## config.mk

```make
export PLATFORM = sky130hd
export DESIGN_NAME = pdm_sample_scheduler
export DESIGN_NICKNAME = d
export VERILOG_FILES = /design/src/rtl/pdm_sample_scheduler.sv
export SDC_FILE = /design/constraint.sdc
export NUM_CORES = 1
export LEC_CHECK = 0
export ABC_AREA = 1
export CAP_MARGIN = 20
export CORE_AREA = 2 2 120 122
export DETAILED_ROUTE_END_ITERATION = 16
export DIE_AREA = 0 0 122 124
export PLACE_DENSITY_LB_ADDON = 0.3
export SKIP_CTS_REPAIR_TIMING = 1
export SLEW_MARGIN = 20
export SYNTH_ARGS = -nofsm -noshare
export SYNTH_HDL_FRONTEND = slang
export SYNTH_SLANG_ARGS = --single-unit
```

## constraint.sdc

```tcl
create_clock -name clk -period 5.1 [get_ports clk]
set_input_delay 1.275 -clock clk [delete_from_list [all_inputs] [get_ports clk]]
set_output_delay 1.275 -clock clk [all_outputs]
set_load 0.02 [all_outputs]
```

## src/rtl/pdm_sample_scheduler.sv

```systemverilog
// rtl/pdm_sample_scheduler.sv - sample-rate scheduler with FIFO and slewed soft-mute for a PDM DAC
module pdm_sample_scheduler #(
    parameter int DATA_BITS  = 12,
    parameter int CLK_DIV    = 1000,
    parameter int FIFO_DEPTH = 4,
    parameter int RAMP_STEP  = 16
) (
    input  logic                           clk,
    input  logic                           rst,
    input  logic signed [DATA_BITS-1:0]    s_data,
    input  logic                           s_valid,
    output logic                           s_ready,
    input  logic                           mute,
    output logic signed [DATA_BITS-1:0]    dac_din,
    output logic                           sample_tick,
    output logic                           underrun,
    output logic [$clog2(FIFO_DEPTH):0]    fifo_level,
    output logic                           muted
);

    localparam int CNT_W = $clog2(CLK_DIV);
    localparam int PTR_W = $clog2(FIFO_DEPTH);
    localparam int LVL_W = PTR_W + 1;
    localparam logic [CNT_W-1:0]            CNT_LAST = CNT_W'(CLK_DIV - 1);
    localparam logic [LVL_W-1:0]            LVL_FULL = LVL_W'(FIFO_DEPTH);
    localparam logic signed [DATA_BITS:0]   STEP     = (DATA_BITS + 1)'(RAMP_STEP);

    typedef enum logic [1:0] {PLAY, RAMP_DOWN, MUTED, RAMP_UP} state_t;

    logic [CNT_W-1:0]               cnt_q;
    logic [PTR_W-1:0]               wr_ptr_q, rd_ptr_q;
    logic [LVL_W-1:0]               level_q, level_d;
    state_t                         state_q, state_d;
    logic signed [DATA_BITS-1:0]    dac_q, dac_d;
    logic signed [DATA_BITS-1:0]    target_q, target_d;
    logic signed [DATA_BITS-1:0]    tgt;
    logic                           tick_q, under_q, under_d, muted_q;
    logic signed [DATA_BITS-1:0]    mem_q [FIFO_DEPTH];

    logic                           tick, empty, push, pop;
    logic signed [DATA_BITS-1:0]    head;

    assign tick  = (cnt_q == CNT_LAST);
    assign empty = (level_q == '0);
    assign push  = s_valid && s_ready;
    assign pop   = tick && !empty;
    assign head  = mem_q[rd_ptr_q];

    assign s_ready     = (level_q < LVL_FULL);
    assign fifo_level  = level_q;
    assign dac_din     = dac_q;
    assign sample_tick = tick_q;
    assign underrun    = under_q;
    assign muted       = muted_q;

    // Differences are taken one bit wider so full-scale swings never wrap.
    function automatic logic signed [DATA_BITS-1:0] ramp(input logic signed [DATA_BITS-1:0] cur,
                                                         input logic signed [DATA_BITS-1:0] goal);
        logic signed [DATA_BITS:0] c_ext, g_ext, diff, nxt;
        c_ext = {cur[DATA_BITS-1], cur};
        g_ext = {goal[DATA_BITS-1], goal};
        diff  = g_ext - c_ext;
        if (diff > STEP)
            nxt = c_ext + STEP;
        else if (diff < -STEP)
            nxt = c_ext - STEP;
        else
            nxt = g_ext;
        return nxt[DATA_BITS-1:0];
    endfunction

    always_comb begin
        level_d = level_q;
        if (push && !pop)
            level_d = level_q + LVL_W'(1);
        else if (pop && !push)
            level_d = level_q - LVL_W'(1);
    end

    always_comb begin
        state_d  = state_q;
        dac_d    = dac_q;
        target_d = target_q;
        tgt      = target_q;
        under_d  = 1'b0;
        if (tick) begin
            if (mute) begin
                // Mute from any state: discard the pop and slew toward silence.
                dac_d    = ramp(dac_q, '0);
                target_d = '0;
                state_d  = (dac_d == '0) ? MUTED : RAMP_DOWN;
            end else if (state_q == PLAY) begin
                if (!empty)
                    dac_d = head;
                else
                    under_d = 1'b1;
            end else begin
                if (!empty)
                    tgt = head;
                else if (state_q == RAMP_UP)
                    under_d = 1'b1;
                dac_d    = ramp(dac_q, tgt);
                target_d = tgt;
                state_d  = (dac_d == tgt) ? PLAY : RAMP_UP;
            end
        end
    end

    always_ff @(posedge clk or posedge rst) begin
        if (rst) begin
            cnt_q    <= '0;
            wr_ptr_q <= '0;
            rd_ptr_q <= '0;
            level_q  <= '0;
            state_q  <= PLAY;
            dac_q    <= '0;
            target_q <= '0;
            tick_q   <= 1'b0;
            under_q  <= 1'b0;
            muted_q  <= 1'b0;
        end else begin
            cnt_q    <= tick ? '0 : cnt_q + CNT_W'(1);
            if (push)
                wr_ptr_q <= wr_ptr_q + PTR_W'(1);
            if (pop)
                rd_ptr_q <= rd_ptr_q + PTR_W'(1);
            level_q  <= level_d;
            state_q  <= state_d;
            dac_q    <= dac_d;
            target_q <= target_d;
            tick_q   <= tick;
            under_q  <= under_d;
            muted_q  <= (state_d == MUTED);
        end
    end

    always_ff @(posedge clk) begin
        if (push)
            mem_q[wr_ptr_q] <= s_data;
    end

endmodule
```

# Word-level counts from Yosys, hierarchy flattened

Memories as Yosys holds them, arrays and structs flattened.
Index checks and enable logic that the tools add are counted.

Bits in writable memories: 48
Word-level logic and storage cells: 78
Bits of input ports: 16
Bits in latches: 0
Bits in registers: 46
Memories kept: 1
Bits in read-only memories: 0
Output and inout bits: 19

Bitwise logic cells: 0
Equal/unequal tests: 6
Multipliers: 0
Shift-type cells: 0
Reduce and logical (&&, ||, !) cells: 13
Order comparisons: 5
Div/mod/pow operators: 0
$add $sub $neg: 9
Muxes and demuxes: 34

Memories:

| memory | depth | width | rd ports | clocked after memory_dff | wr ports | line | source |
|---|---|---|---|---|---|---|---|
| mem_q  | 4     | 12    | 1        | 0                        | 1        | 38   | `logic signed [DATA_BITS-1:0] mem_q [FIFO_DEPTH];` |

Operators by type and width:

| cell                                                            | number |
|---|---|
| 2-to-1 mux 12 bit                                               | 18 |
| greater-than comparator 13 x 6 -> 1 bit (second input constant) | 2 |
| < comparator 13 x 5 -> 1 bit (second input constant)            | 2 |
| subtractor 1 x 12 -> 13 bit (first input constant)              | 1 |
| subtractor 12 x 12 -> 13 bit                                    | 1 |
| adder 12 x 6 -> 12 bit (second input constant)                  | 1 |
| == test 12 bit                                                  | 1 |
| zero test 12 bit                                                | 1 |
| subtractor 12 x 6 -> 12 bit (second input constant)             | 1 |
| adder 10 x 1 -> 10 bit (second input constant)                  | 1 |
| == test 10 bit (second input constant)                          | 1 |
| 2-to-1 mux 10 bit                                               | 1 |
| 2-to-1 mux 2 bit                                                | 5 |
| 2-to-1 mux 1 bit                                                | 8 |
| 2-to-1 mux 3 bit                                                | 2 |
| adder 2 x 1 -> 2 bit (second input constant)                    | 2 |
| == test 2 bit (second input constant)                           | 2 |
| logical AND 1 bit                                               | 4 |
| AND reduction 2 bit                                             | 2 |
| adder 3 x 1 -> 3 bit (second input constant)                    | 1 |
| zero test 1 bit                                                 | 3 |
| zero test 3 bit                                                 | 1 |
| < comparator 3 bit (second input constant)                      | 1 |
| != test 3 bit (second input constant)                           | 1 |
| other kinds (4)                                                 | 4 |

# Depth between registers and ports, before layout

Gate-level depths: netlist of run 1.

Depth after elaboration: 18
Mapped depth: 35
Mapped depth without buffers: 31

# Least setup slack after synthesis of run 1

Ideal clock, no wire load.

Path type: flip-flop to flip-flop
Start point: register rd_ptr_q[0]
End point: register muted_q, in the netlist muted
Arrival: 3.794 ns
Path slack: 1.190 ns
Stages on the path, launching flop included: 31
Required time: 4.984 ns
Setup time: 0.116 ns
Buffers on the path: 3
Clock period less this slack: 3.910 ns
Cell sequence: dfrtp_1 buf_2 inv_1 clkbuf_1 nand2_1 a32o_1 nand2_1 o21ai_0 ha_1 fa_1 inv_1 nand3_1 nand2_1 nand2_1 nand2_2 nand2_1 nand2_1 nand3_2 o21ai_4 nand2_4 buf_6 nand3_2 inv_2 nor2_1 nand2_1 nor2_2 nand3_2 nand3_1 nand2_1 nand2_1 nor2_2

Longest elaborated chain between the ends: 18
Elaborated cells between the ends (all ways): 19
Classes of those cells: 1 x add/sub; 2 x order compare; 2 x eq/ne; 13 x mux; 1 x memory

Ends and longest elaborated chain:

| element                      | line | source |
|---|---|---|
| start, declared              | 31   | `logic [PTR_W-1:0] wr_ptr_q, rd_ptr_q;` |
| start signal, assigned       | 126  | `rd_ptr_q <= rd_ptr_q + PTR_W'(1);` |
| memory read (4 x 12 bit) *   | n/a  |  |
| 2-to-1 mux 12 bit *          | 98   | `if (!empty)` |
| 2-to-1 mux 12 bit *          | 92   | `end else if (state_q == PLAY) begin` |
| 2-to-1 mux 12 bit *          | 87   | `if (mute) begin` |
| 2-to-1 mux 12 bit *          | 86   | `if (tick) begin` |
| subtractor 12 x 12 -> 13 bit | 62   | `diff = g_ext - c_ext;` |
| < comparator 13 x 5 -> 1 bit | 65   | `else if (diff < -STEP)` |
| 2-to-1 mux 12 bit            | 65   |  |
| [2 not listed]               | n/a  |  |
| 2-to-1 mux 12 bit            | 87   |  |
| 2-to-1 mux 12 bit            | 86   |  |
| == test 12 bit *             | 104  | `state_d = (dac_d == tgt) ? PLAY : RAMP_UP;` |
| 2-to-1 mux 2 bit *           | 104  |  |
| 2-to-1 mux 2 bit *           | 92   |  |
| 2-to-1 mux 2 bit *           | 87   |  |
| 2-to-1 mux 2 bit *           | 86   |  |
| == test 2 bit *              | 133  | `muted_q <= (state_d == MUTED);` |
| end signal, assigned         | 133  |  |
| end, declared                | 37   | `logic tick_q, under_q, under_d, muted_q;` |

Mark *: on every way between the ends. The rest lies on a longest branch, timed or not. The select of a mux whose other input is x is not followed.
A chain may end at the register's enable or synchronous reset.

# Worst setup path after layout of run 1

Start point: register level_q[0], in the netlist fifo_level[0]
End point: register muted_q, in the netlist muted

Longest elaborated chain between the ends: 18
Elaborated cells between the ends (all ways): 19
Classes of those cells: 1 x add/sub; 2 x order compare; 2 x eq/ne; 13 x mux; 1 x reduce/logical

Ends and longest elaborated chain:

| element                      | line | source |
|---|---|---|
| start, declared              | 32   | `logic [LVL_W-1:0] level_q, level_d;` |
| start signal, assigned       | 127  | `level_q <= level_d;` |
| zero test 3 bit *            | 44   | `assign empty = (level_q == '0);` |
| 2-to-1 mux 12 bit *          | 98   |  |
| 2-to-1 mux 12 bit *          | 92   |  |
| 2-to-1 mux 12 bit *          | 87   |  |
| 2-to-1 mux 12 bit *          | 86   |  |
| subtractor 12 x 12 -> 13 bit | 62   |  |
| < comparator 13 x 5 -> 1 bit | 65   |  |
| 2-to-1 mux 12 bit            | 65   |  |
| [3 not listed]               | n/a  |  |
| 2-to-1 mux 12 bit            | 86   |  |
| == test 12 bit *             | 104  |  |
| 2-to-1 mux 2 bit *           | 104  |  |
| 2-to-1 mux 2 bit *           | 92   |  |
| 2-to-1 mux 2 bit *           | 87   |  |
| 2-to-1 mux 2 bit *           | 86   |  |
| net state_d[0]               | 33   | `state_t state_q, state_d;` |
| == test 2 bit *              | 133  |  |

The timed path passes the listed nets; every way through them passes the cells marked *. The select of a mux whose other input is x is not followed.

==> metrics.txt, run 1 <==
status complete, no violations; CTS tree done; CP Depth 25; setup TNS 0 ns; Top Family by Delay on Critical Path simple AND/OR/NAND/NOR gates; Die ar. 15,100 um^2; io pins 35; core box area 13,700 um^2; average wire per standard cell 14.5 um; first-pass GRT wire length 23,800 um; CTS Sinks 94; Die Wd 122 um; hold crit path type reg -> reg; Die Y 124 um; CTS root buf clkbuf_16; worst r2r path cells 25; Remaining Overflow, GRT 0; fmax 223 MHz; Yosys top cell area share 23.4%; Fillers 1,298; antenna-violating nets left 0; Logic pwr share 51.5%; Layout Skew 0.0101 ns; ys async rst share 48.9%; Worst setup SP type flip-flop; post-route DRC violation count 0; Max stage delay on crit path 0.47 ns; DR pass1 iterations 5; max-slew headroom at the worst pin 46.1%; NetSw 0.00139 W; Cell Count, Final, Fillers Out 1,007; Cell Rows 43; Critical Path AT 4.77 ns; Placer Congestion 0.990; Internal 0.00177 W; crit-path max FO 25; Clock Latency Late Sink 0.34 ns; post-synthesis sequential area ratio 42.2%; r2r setup slk 0.61 ns; Net Sw Frac 43.9%; RSZ-0062 raised after global routing no; top-count cell post-synth nand2_1; H-Tree Level Count 3; WP data required 5.38 ns; final period utilization 88.1%; Slew @ Worst Pin 0.807 ns; synthesized instance count 788; hold_ws 0.505 ns; ys flop type edfxtp_1; Clk pwr share 18.9%; Reg clk slew, reported paths 0.06 ns; unique cell type count in the Yosys netlist 46; DP Wirelength 10,800 um; crit path launch fifo_level[0]; final setup violation count 0; post-synth top area cell edfxtp_1; most used cell, CP nand2_1; Post-Place Cells 991; I/O Buffers 34; crit path kind reg -> reg; slowest CP cell o21ai_0; number of synthesized flops with an enable pin 48; nets@finish 862; synthesized area 6150 um^2; Critical R2R Launch fifo_level[0]; via count 5,269; Num CTS Buffers 9; CP endpoint kind flip-flop; proportion of layout cells with a drive suffix above 1 7.26%; Commonest cells post-synth nand2_1, inv_1, nand3_1; antenna diode count 0; r2r endpoint muted; Flop pwr share 29.6%; Starting Density 44.8%; min Tclk post-route 4.49 ns; max-slew violations 0; top cells by area, synth edfxtp_1, dfrtp_1, nand2_1, inv_1, nand3_1; Buffers & Inverters on Critical Path 4; Post-DP Area 6690 um^2; number of global-route vias before repair 4,897; design area 6950 um^2; Layout Utilization 50.7%; MaxCap Viol Count 0; wirelength, routed 14,600 um; drt initial violations 484; vias per cell 5.23; Area Growth Syn to Fin 13.1%; CTS max path bufs 2; PwrDens 455 nW/um^2; syn_area_per_cell 7.80 um^2; register bit total from synthesis 94; leakage 3.20 nW; VDD IR max 0.000316 V; largest net degree at the start of global routing 47; Hold Vio Cnt, Final 0; Synthesized Nets 828; Critical Path Sink muted; Tot GR Track Use 20.0%; Ys Warns 0; antenna violations before repair 0
-- state kept, by name, indices dropped and copies added (netlist names) --
register     cells
cnt_q           10
dac_din         12
fifo_level       3
mem_q           48
muted            1
rd_ptr_q         2
sample_tick      1
state_q          2
target_q        12
underrun         1
wr_ptr_q         2
-- worst min path at each step --
stage                        start  cells after the start  slack, ns       end
after floorplan           cnt_q[4]                      1       0.46  cnt_q[4]
after global placement    cnt_q[4]                      1       0.49  cnt_q[4]
after detailed placement  cnt_q[4]                      1       0.49  cnt_q[4]
after CTS                 cnt_q[4]                      1       0.50  cnt_q[4]
after global routing      cnt_q[4]                      1       0.52  cnt_q[4]
final                     cnt_q[4]                      1       0.50  cnt_q[4]
-- stage by stage --
stage | power, W | setup WS (ns)
6_report | 0.00316 | 0.607
5_1_grt | 0.00341 | 0.0548
4_1_cts | 0.00316 | 0.635
3_5_place_dp | 0.00255 | 0.682
3_3_place_gp | 0.00255 | 0.759
2_1_floorplan | 0.00221 | 1.19
-- cells by family after synthesis --
kind of cell    count (synthesis)  share of synthesized area, %
compound gates                131                          12.6
xor+xnor                       26                          4.01
fa+ha+maj                      24                          5.13
buf+inv                       125                          8.10
flops                          94                          42.2
mux                             1                         0.183
simple gates                  387                          27.8
-- area by class of cell --
class | count | area, um^2 | share of cell area, %
clock buffer | 12 | 236 | 3.40
clock inverter | 4 | 23.8 | 0.342
inverter | 103 | 393 | 5.65
multi-input combinational | 569 | 3060 | 44.0
sequential | 94 | 2590 | 37.3
tap | 180 | 225 | 3.24
timing repair buffer | 45 | 423 | 6.08
-- routing by layer --
layer	wire, um	track usage (%)	vias to the layer above
li1	-	-	2697
met3	859	5.59	24
met2	6590	32.5	145
met5	0	0	-
met4	293	6.25	0
met1	6880	26.1	2403
-- power groups by stage --
stage / clock [W] / sequential (W) / combinational (W)
finish: 0.000598 / 0.000936 / 0.00163
global route: 0.000636 / 0.000948 / 0.00182
CTS: 0.000607 / 0.000937 / 0.00161
detailed placement: 0 / 0.000951 / 0.00160
global placement: 0 / 0.000949 / 0.00160
floorplan: 0 / 0.000964 / 0.00125
-- cells in the final DEF, fill, tap and decap left out, types with 3 or more instances in the layout --
cell type / netlist / layout
nand2_1: 208 / 208
inv_1: 94 / 93
nand3_1: 70 / 70
o21ai_0: 66 / 66
nor2_1: 53 / 52
edfxtp_1: 48 / 48
dfrtp_1: 46 / 46
a21oi_1: 36 / 36
clkdlybuf4s50_1: 0 / 34
xor2_1: 22 / 22
ha_1: 22 / 22
nand4_1: 14 / 14
a32o_1: 12 / 12
nor3_1: 11 / 11
buf_4: 0 / 11
clkbuf_16: 0 / 9
nand2_2: 8 / 8
nor2_2: 5 / 6
nand3_2: 6 / 6
o221ai_1: 4 / 4
clkinv_1: 3 / 4
inv_2: 4 / 4
nand3b_1: 4 / 4
xnor2_1: 3 / 3
clkbuf_1: 15 / 3
No activity file was read; power rests on OpenSTA's default activity.
==> run 2, diff against run 1 <==
--- a/config.mk
+++ b/config.mk
@@ -7,10 +7,10 @@
 export LEC_CHECK = 0
 export ABC_AREA = 1
 export CAP_MARGIN = 20
-export CORE_AREA = 2 2 120 122
+export CORE_AREA = 2 2 127 129
 export DETAILED_ROUTE_END_ITERATION = 16
-export DIE_AREA = 0 0 122 124
-export PLACE_DENSITY_LB_ADDON = 0.3
+export DIE_AREA = 0 0 129 131
+export PLACE_DENSITY = 0.67
 export SKIP_CTS_REPAIR_TIMING = 1
 export SLEW_MARGIN = 20
 export SYNTH_ARGS = -nofsm -noshare
==> metrics.txt, run 2 (synthesis results as in run 1) <==
Remaining Overflow, GRT 0; average wire per standard cell 14.1 um; Logic pwr share 50.6%; Die Wd 129 um; CTS Sinks 94; antenna-violating nets left 0; status complete, no violations; RSZ-0062 raised after global routing no; leakage 3.21 nW; Slew @ Worst Pin 0.812 ns; Die Y 131 um; Top Layer Used met4; Tot GR Track Use 18.1%; Worst setup SP type flip-flop; min Tclk post-route 4.42 ns; Reg clk slew, reported paths 0.07 ns; drt initial violations 477; hold crit path type reg -> reg; Net Sw Frac 44.2%; post-route DRC violation count 0; VDD IR max 0.000279 V; Fillers 1,525; crit-path max FO 25; M1 WL 6870 um; Cell Rows 46; Layout Skew 0.00864 ns; Area Growth Syn to Fin 14.2%; Final Power 0.00320 W; CP endpoint kind flip-flop; setup TNS 0 ns; WP data required 5.39 ns; antenna diode count 0; commonest non-fill, non-tap cell in the layout nand2_1; Reg with most FFs mem_q; proportion of layout cells with a drive suffix above 1 7.75%; Placer Congestion 0.937; Largest register FFs 48; NetSw 0.00141 W; DP Wirelength 10,800 um; DR pass1 iterations 5; first-pass GRT wire length 24,100 um; Flop pwr share 29.3%; Critical Path AT 4.71 ns; CTS tree done; I/O Buffers 34; most frequent cells in the layout nand2_1, inv_1, nand3_1, o21ai_0, nor2_1; nets@finish 861; vias per cell 5.05; MaxCap Viol Count 0; PwrDens 455 nW/um^2; H-Tree Level Count 3; crit path kind reg -> reg; number of global-route vias before repair 4,924; final setup violation count 0; Die ar. 16,900 um^2; max-slew violations 0; CTS max path bufs 2; wirelength, routed 14,700 um; largest net degree at the start of global routing 47; final period utilization 86.7%; core box area 15,600 um^2; Starting Density 39.4%; met3 wire length 847 um; via count 5,259; antenna violations before repair 0; fmax 226 MHz; Hold Vio Cnt, Final 0; met2 WL post-DR 6680 um; CTS root buf clkbuf_16; max-slew headroom at the worst pin 45.8%; Clock Latency Late Sink 0.35 ns; Clk pwr share 20.1%; Internal 0.00178 W; io pins 35; Num CTS Buffers 9
[run 2: cell count changes in the layout (fill, tap and decap cells not counted), sizes merged]
cell	delta
clkinvlp	-1
buf	-1
clkbuf	-3
inv	+4
[run 2: worst paths after layout]
| path | start | cells after the start | to | slack (ns) |
|---|---|---|---|---|
| max | fifo_level[0] | 27 | muted | 0.68 |
| min reg2reg | cnt_q[4] | 1 | cnt_q[4] | 0.49 |
| max reg2reg | fifo_level[0] | 27 | muted | 0.68 |
| min | cnt_q[4] | 1 | cnt_q[4] | 0.49 |
| min in group asynchronous | rst | 2 | dac_din[1] | 1.38 |
| max in group asynchronous | rst | 2 | fifo_level[0] | 3.23 |
[run 2: stage by stage]
step | setup WS [ns] | instances | utilization (%) | instance area (um^2) | hold WS (ns)
2_1_floorplan | 1.19 | 788 | - | 6150 | 0.464
3_3_place_gp | 0.776 | 1026 | 43.1 | 6730 | 0.480
3_5_place_dp | 0.700 | 1026 | 43.1 | 6730 | 0.482
4_1_cts | 0.690 | 1042 | 45.0 | 7010 | 0.498
5_1_grt | 0.162 | 1042 | 45.0 | 7020 | 0.518
6_report | 0.680 | 1042 | 45.0 | 7020 | 0.495
[run 2: critical path, cell delays in order, from the launching register on]
cell and delay (ns):
dfrtp_1 0.43, nor3_1 0.26, inv_1 0.31, nand2_1 0.15, o21ai_0 0.24, ha_1 0.31, fa_1 0.40, inv_1 0.12
nand3_1 0.10, nand2_1 0.11, nand2_1 0.05, nand2_1 0.10, inv_1 0.05, nor2_1 0.15, nand3_2 0.12, o21ai_4 0.32
nand2_4 0.20, inv_2 0.13, nor2_1 0.05, o21ai_1 0.12, nand2_1 0.06, nor2_1 0.12, nand3_2 0.10, nand2_1 0.06
nand2_1 0.05, nand2_1 0.08, nand2_2 0.06, nor2_2 0.07
[run 2: cell type report]
cell class | instances | area [um^2] | area share, %
clock inverters | 7 | 62.6 | 0.891
clock buffers | 9 | 225 | 3.21
flip-flops and latches | 94 | 2590 | 36.9
multi-input cells | 569 | 3060 | 43.6
well taps | 216 | 270 | 3.85
inverters | 103 | 393 | 5.60
repair buffers | 44 | 415 | 5.92
[run 2: power groups by stage]
| stage | clock network (W) | registers (W) | logic (W) |
|---|---|---|---|
| 4_1_cts | 0.000655 | 0.000937 | 0.00161 |
| 3_3_place_gp | 0 | 0.000950 | 0.00160 |
| 3_5_place_dp | 0 | 0.000952 | 0.00160 |
| 5_1_grt | 0.000687 | 0.000948 | 0.00183 |
| 6_report | 0.000641 | 0.000936 | 0.00162 |
| 2_1_floorplan | 0 | 0.000964 | 0.00125 |
[run 2: layer usage]
layer	GRT usage, %	vias up
met2	29.1	149
li1	-	2697
met5	0	-
met1	24.8	2386
met3	3.95	27
met4	5.24	0
==> run 3, diff against run 2 <==
==> constraint.sdc (replaced) <==
create_clock -name clk -period 5.1 [get_ports clk]
set_input_delay 0.765 -clock clk [delete_from_list [all_inputs] [get_ports clk]]
set_output_delay 0.765 -clock clk [all_outputs]
set_load 0.02 [all_outputs]
==> metrics.txt, run 3 (synthesis results as in run 1) <==
Slew @ Worst Pin 0.800 ns; max-slew violations 0; most frequent cells in the layout nand2_1, inv_1, nand3_1, o21ai_0, nor2_1; Reg clk slew, reported paths 0.06 ns; Placer Congestion 0.932; average wire per standard cell 13.9 um; Num CTS Buffers 9; Area Growth Syn to Fin 14.1%; proportion of layout cells with a drive suffix above 1 7.75%; CTS root buf clkbuf_16; setup TNS 0 ns; CTS tree done; design area 7010 um^2; Clock Latency Late Sink 0.34 ns; Hold Vio Cnt, Final 0; Layout Skew 0.00502 ns; vias per cell 5.02; Reg with most FFs mem_q; antenna-violating nets left 0; Cell Rows 46; hold_ws 0.506 ns; WP data required 5.38 ns; Cell Count, Final, Fillers Out 1,042; max-slew headroom at the worst pin 46.6%; Worst Hold Depth 2; DP Wirelength 10,700 um; PwrDens 452 nW/um^2; leakage 3.20 nW; largest net degree at the start of global routing 47; Tot GR Track Use 18.4%; CP endpoint kind flip-flop; Post-Place Cells 1,026; first-pass GRT wire length 24,600 um; antenna diode count 0; via count 5,233; hold crit path type reg -> reg; worst r2r path cells 27; core box area 15,600 um^2; Die Y 131 um; CTS Sinks 94; Final Power 0.00317 W; final period utilization 87.6%; status complete, no violations; Largest register FFs 48; crit path kind reg -> reg; crit-path max FO 25; RSZ-0062 raised after global routing no; DR pass1 iterations 5; fmax 224 MHz; drt initial violations 452; number of global-route vias before repair 4,963; Die Wd 129 um; CTS max path bufs 2; antenna violations before repair 0; min Tclk post-route 4.47 ns; commonest non-fill, non-tap cell in the layout nand2_1; nets@finish 861; I/O Buffers 34; Critical Path AT 4.75 ns; Worst setup SP type flip-flop; VDD IR max 0.000251 V; final setup violation count 0; Remaining Overflow, GRT 0; post-route DRC violation count 0; io pins 35; wirelength, routed 14,500 um; MaxCap Viol Count 0; Starting Density 39.4%; Die ar. 16,900 um^2; Post-DP Area 6730 um^2; H-Tree Level Count 3
[run 3: cell count changes in the layout (fill, tap and decap cells not counted)]
cell	previous run	this run
clkinv_2	1	2
clkinv_4	2	0
clkinvlp_4	1	3
inv_6	3	2
[run 3: final timing paths]
path	to	slack, ns	start
max	muted	0.63	fifo_level[0]
min	target_q[7]	0.51	target_q[7]
max reg2reg	muted	0.63	fifo_level[0]
min reg2reg	target_q[7]	0.51	target_q[7]
max in group asynchronous	dac_din[7]	3.76	rst
min in group asynchronous	cnt_q[8]	0.87	rst
[run 3: area by class of cell]
type | count | area [um^2]
Clock buffer | 9 | 225
Clock inverter | 7 | 56.3
Fill cell | 1531 | 8580
Inverter | 103 | 393
Multi-Input combinational cell | 569 | 3060
Sequential cell | 94 | 2590
Tap cell | 216 | 270
Timing Repair Buffer | 44 | 415
[run 3: power breakdown]
part	switching (W)	internal [W]	total [W]
Sequential	0.0000447	0.000893	0.000937
Combinational	0.00106	0.000549	0.00161
Clock	0.000287	0.000336	0.000622
Total	0.00139	0.00178	0.00317
[run 3: metal layers]
layer	up-vias	track usage, %	part of all wire, %
li1	2694	-	-
met1	2393	25.6	48
met2	131	29.4	46
met3	15	3.87	5.5
met4	0	4.80	1.3
met5	-	0	0
[run 3: metrics by stage]
stage | worst slack, ns | util (%)
2_1_floorplan | 1.19 | -
3_5_place_dp | 0.705 | 43.1
5_1_grt | 0.0607 | 45.0
6_report | 0.632 | 45.0
4_1_cts | 0.678 | 44.9
3_3_place_gp | 0.761 | 43.1
[run 3: worst max-delay path: stages (launching register included)]
cell     delay, ns
dfrtp_1       0.44
nor3_1        0.27
inv_1         0.34
nand2_1       0.16
o21ai_0       0.21
ha_1          0.30
fa_1          0.40
inv_1         0.12
nand3_1       0.09
nand2_1       0.12
nand2_1       0.06
nand2_1       0.10
inv_1         0.05
nor2_1        0.18
nand3_2       0.12
o21ai_4       0.34
nand2_4       0.20
inv_2         0.13
o21ai_1       0.07
o21ai_1       0.11
nand2_1       0.06
nor2_1        0.11
nand3_2       0.10
nand2_1       0.06
nand2_1       0.05
nand2_1       0.08
nand2_2       0.06
nor2_2        0.07
